<file path="src/rtl/chan_router_pkg.sv">
// chan_router_pkg: shared mode encoding for the channel router
package chan_router_pkg;
  typedef enum logic [1:0] {
    MODE_ADDR  = 2'd0,
    MODE_BCAST = 2'd1,
    MODE_SCAN  = 2'd2,
    MODE_CLEAR = 2'd3
  } mode_t;
endpackage

</file>
<file path="src/rtl/rr_find_next.sv">
// rr_find_next: first set mask bit at or after start, wrapping modulo NCH
module rr_find_next #(
  parameter int NCH  = 4,
  parameter int SELW = $clog2(NCH)
) (
  input  logic [NCH-1:0]  mask,
  input  logic [SELW-1:0] start,
  output logic [SELW-1:0] idx,
  output logic            found
);
  // scan offsets from farthest to nearest so the nearest hit is the one kept
  always_comb begin
    idx = '0;
    found = 1'b0;
    for (int k = NCH - 1; k >= 0; k--)
      if (mask[(int'(start) + k) % NCH]) begin
        idx = SELW'((int'(start) + k) % NCH);
        found = 1'b1;
      end
  end
endmodule

</file>
<file path="src/rtl/chan_router.sv">
// chan_router: registered N-channel router with addressed, broadcast, scan and clear writes
module chan_router
  import chan_router_pkg::*;
#(
  parameter int NCH  = 4,
  parameter int DW   = 4,
  parameter int SELW = $clog2(NCH)
) (
  input  logic              clk,
  input  logic              rst_n,
  input  logic [NCH-1:0]    en,
  input  logic [SELW-1:0]   sel,
  input  logic [DW-1:0]     data,
  input  logic              wr,
  input  logic [1:0]        mode,
  output logic [NCH*DW-1:0] out,
  output logic [NCH-1:0]    out_vld,
  output logic [SELW-1:0]   ptr,
  output logic              err
);
  logic [NCH-1:0][DW-1:0] ch;
  logic [NCH-1:0]         sel_oh, wmask;
  logic [DW-1:0]          wval;
  logic [SELW-1:0]        ptr_n, idx;
  logic                   err_n, found;
  mode_t                  m;

  assign m = mode_t'(mode);
  assign out = ch;
  assign sel_oh = NCH'(1) << sel;

  rr_find_next #(.NCH(NCH), .SELW(SELW)) u_find (
    .mask(en),
    .start(ptr),
    .idx(idx),
    .found(found)
  );

  // decode this edge's write: which channels, what value, next pointer, reject
  always_comb begin
    wmask = '0;
    wval = data;
    err_n = 1'b0;
    ptr_n = ptr;
    if (wr)
      case (m)
        MODE_ADDR: begin
          wmask = sel_oh & en;
          err_n = ~|(sel_oh & en);
        end
        MODE_BCAST: begin
          wmask = en;
          err_n = ~|en;
        end
        MODE_SCAN: begin
          wmask = found ? sel_oh ^ sel_oh | (NCH'(1) << idx) : '0;
          err_n = ~found;
          ptr_n = found ? (int'(idx) == NCH - 1 ? '0 : idx + 1'b1) : ptr;
        end
        default: begin
          wmask = en;
          wval = '0;
          ptr_n = '0;
        end
      endcase
  end

  // channel registers hold until written; strobes and pointer update with them
  always_ff @(posedge clk or negedge rst_n) begin
    if (!rst_n) begin
      ch <= '0;
      out_vld <= '0;
      ptr <= '0;
      err <= 1'b0;
    end else begin
      for (int i = 0; i < NCH; i++)
        if (wmask[i]) ch[i] <= wval;
      out_vld <= wmask;
      ptr <= ptr_n;
      err <= err_n;
    end
  end
endmodule

</file>
<file path="config.mk">
export PLATFORM = sky130hd
export DESIGN_NAME = chan_router
export DESIGN_NICKNAME = d
export VERILOG_FILES = /design/src/rtl/chan_router_pkg.sv /design/src/rtl/rr_find_next.sv /design/src/rtl/chan_router.sv
export SDC_FILE = /design/constraint.sdc
export NUM_CORES = 1
export LEC_CHECK = 0
export CORE_AREA = 2 2 55 57
export DETAILED_ROUTE_END_ITERATION = 7
export DIE_AREA = 0 0 57 59
export PLACE_DENSITY = 0.75
export SLEW_MARGIN = 20
export SYNTH_ARGS = -nofsm -noshare
export SYNTH_HDL_FRONTEND = slang
export SYNTH_SLANG_ARGS = --single-unit
</file>
<file path="constraint.sdc">
create_clock -name clk -period 2.4 [get_ports clk]
set_input_delay 0.48 -clock clk [delete_from_list [all_inputs] [get_ports clk]]
set_output_delay 0.48 -clock clk [all_outputs]
set_load 0.03 [all_outputs]
</file>
==> results_dict.tcl, run 1 <==
set metrics [dict create \
    outcome "finished, final reports clean" \
    worstPathRequired_ps 2620 \
    synth.distinct_cells 34 \
    grt_overflow 0 \
    nets 178 \
    max_stage_delay_ps 590 \
    rsz0062_at_grt "false" \
    syn_area_per_cell_um2 11.26 \
    fp.dieW_um 57 \
    critical_path.top_delay_family "simple AND/OR/NAND/NOR gates" \
    cts_setup_buffers 0 \
    crit_type "input port to register" \
    max_freq_ghz 0.4383 \
    io_pins 38 \
    p_leak_nw 0.7364 \
    worst-r2r-setup-slack_ps 380 \
    die_h_um 59 \
    fin_skew_ps 0.9511 \
    antenna_found_initial 0 \
    swShare_pct 36.39 \
    finalHoldViolCount 0 \
    rr_startpoint "ptr[1]" \
    peakVddDrop_mv 0.6645 \
    gp_congestion 0.8755 \
    rows 19 \
    diodes 0 \
    async_flop_share_pct 100.0 \
    ys_warn_count 0 \
    worstPathCellList "clkdlybuf4s50_1 -> nor4_2 -> or3_4 -> or4_4 -> or2_4 -> a32o_1" \
    clock_sinks 23 \
    drive_above_1_share_pct 23.60 \
    layout_setup_ws_ps 118.6 \
    drv_slew 0 \
    wl_per_cell_um 14.86 \
    core_area_um2 2710 \
    grt.total_usage_pct 18.46 \
    synthesis.area_um2 1171 \
    arrival_ps 2500 \
    clkTransAtPathRegs_ps 120 \
    combinationalPowerShare_pct 44.3 \
    area_delta_synth_final_pct 48.29 \
    synth_top_area_share_pct 49.15 \
    cts_tree "built" \
    endpoint_kind "register" \
    die_area_um2 3363 \
    clock_latency_ps 310 \
    slew_headroom_pct 76.01 \
    setup_violations 0 \
    cts_hold_buf 0 \
    numCtsBuffers 3 \
    maxCapViolCount 0 \
    worstReg2RegEnd "out[9]" \
    synth.net_count 120 \
    grt_pass1_wl_mm 4.712 \
    timing.hold.ws_ps 492.5 \
    vias_per_cell 5.521 \
    p_sw_w 0.0004465 \
    clock_path_buffers 2 \
    preCtsSetupSlack_ps -223.6 \
    synth_flop_cell "dfrtp_1" \
    drc 0 \
    cp-start-kind "input port" \
    final_util_pct 64.08 \
    power_density_nw_per_um2 706.5 \
    drtIter0Drc 31 \
    synth_edf_count 0 \
    finalPower_w 0.001227 \
    design_area_um2 1737 \
    totalWireLength_mm 2.853 \
    place_area_um2 1709 \
    vias 1060 \
    cp_num_buf_inv 1 \
    finalCriticalPeriod_ps 2281 \
    start_util_pct 43.21 \
    finalCritPeriodShare_pct 95.06 \
    internal_power_w 0.0007805 \
    synthTopCellsByCount "23 x dfrtp_1, 8 x a32o_1, 8 x mux2_2, 8 x nand2_1, 6 x o21ai_0" \
    synth_area_leader_cell "dfrtp_1" \
    yosysMostFrequentCell "dfrtp_1" \
    cts_max_level 1 \
    synth_area_leaders "dfrtp_1 49%, mux2_2 7.7%, a32o_1 6.8%, and2_1 2.7%, o21ai_0 2.6%" \
    clkPwrFrac_pct 14.7 \
    ys_ff_latch 23 \
    hp-class "input port to asynchronous set/reset pin" \
    dp_hpwl_mm 2.296 \
    r2r.worst_path.cells 9 \
    cts-root-buf "clkbuf_4" \
    portBuffers 37 \
    path_max_fanout 6 \
    syn_inst 104 \
    ant_nets 0 \
    drt_pass1_iterations 4 \
    yosysSeqAreaShare_pct 49.15 \
    seqPwrFrac_pct 41.0 \
    cp_slowest_cell "clkdlybuf4s50_1" \
    max_slew.worst_pin.slew_ps 359.9 \
    grt_max_degree 24 \
    grt_pass1_vias 1011 \
]
==> state kept, by name, summed over array words and instances, names as in the netlist <==
| name | count |
|---|---|
| ptr | 2 |
| err | 1 |
| out_vld | 4 |
| out | 16 |
==> timing repair <==
item,CTS,global route
endpoints found under the setup margin,0,8
gates resized for setup,0,1
hold endpoints to repair,0,0
==> worst register-to-register path, cell delays in order (launching register included) <==
cell      delay [ps]
dfrtp_1          480
mux2i_1          210
nor2_1            70
nor3_1           310
inv_1             80
ha_1             220
nand2_1           70
a21boi_1          60
buf_4            160
mux2_2           270
==> cells in the final DEF, fill, tap and decap left out, types with 2 or more instances in the layout <==
cell type,n
nand2_1,8
and2_1,5
dfrtp_1,23
o21a_1,2
o21ai_0,6
clkdlybuf4s50_1,37
nand2b_1,2
nor2_1,4
mux2_2,8
nand3_1,3
a32o_1,8
a21boi_0,2
a21oi_1,4
nor3b_1,3
clkbuf_4,3
inv_1,4
buf_4,19
==> routing by layer <==
metal,track usage [%],wire [um],vias to the layer above
met5,0,0,-
met4,8.638,57,0
met1,22.85,1189,519
met3,3.057,126,5
li1,-,-,503
met2,31.69,1480,33
==> power by group through the flow <==
stage | Clock [W] | Combinational [W] | Sequential, W
2_1_floorplan | 0 | 0.000139 | 0.000655
3_3_place_gp | 0 | 0.000534 | 0.000509
3_5_place_dp | 0 | 0.000545 | 0.000513
4_1_cts | 0.000187 | 0.000547 | 0.000505
5_1_grt | 0.000198 | 0.000575 | 0.000515
6_report | 0.000180 | 0.000543 | 0.000504
==> how the worst max path moves through the flow <==
| stage | start | to | slack [ps] | depth (start not counted) |
|---|---|---|---|---|
| floorplan | ptr[1] | out[10] | 210 | 8 |
| global placement | en[0] | out[3] | -160 | 7 |
| detailed placement | en[0] | out[15] | -220 | 6 |
| CTS | en[0] | out[15] | 120 | 6 |
| global route | en[0] | out[11] | 10 | 11 |
| finish | en[0] | out[15] | 120 | 6 |
==> cell families (layout without fill, tap and decap cells) <==
group,after synthesis,in the layout,share of synthesized area (%)
flip-flops,23,23,49.15
multiplexers,10,10,10.47
AO/OA/AOI/OAI,29,29,19.55
adder cells (fa/ha/maj),1,1,1.068
AND/OR/NAND/NOR,33,33,16.99
buffers and inverters,8,65,2.778
==> cell type report <==
type / instances / area [um2]
clock buffer: 3 / 22.52
multi-input combinational: 73 / 563.0
sequential: 23 / 575.6
fill: 219 / 973.4
inverter: 5 / 18.77
tap: 31 / 38.79
clock inverter: 1 / 5.005
timing repair buffer: 56 / 513.0
==> through the flow <==
step	cells	TNS, ps
2_1_floorplan	104	0
3_3_place_gp	188	-2302
3_5_place_dp	188	-3238
4_1_cts	192	0
5_1_grt	192	0
6_report	192	0
Power figures use the tool's default switching activity.
==> run 2, diff against run 1 <==
--- a/config.mk
+++ b/config.mk
@@ -9,7 +9,6 @@
 export DETAILED_ROUTE_END_ITERATION = 7
 export DIE_AREA = 0 0 57 59
 export PLACE_DENSITY = 0.75
-export SLEW_MARGIN = 20
 export SYNTH_ARGS = -nofsm -noshare
 export SYNTH_HDL_FRONTEND = slang
 export SYNTH_SLANG_ARGS = --single-unit
==> results of run 2 <==
The final DEF is identical to that of run 1; final timing and power are the same.
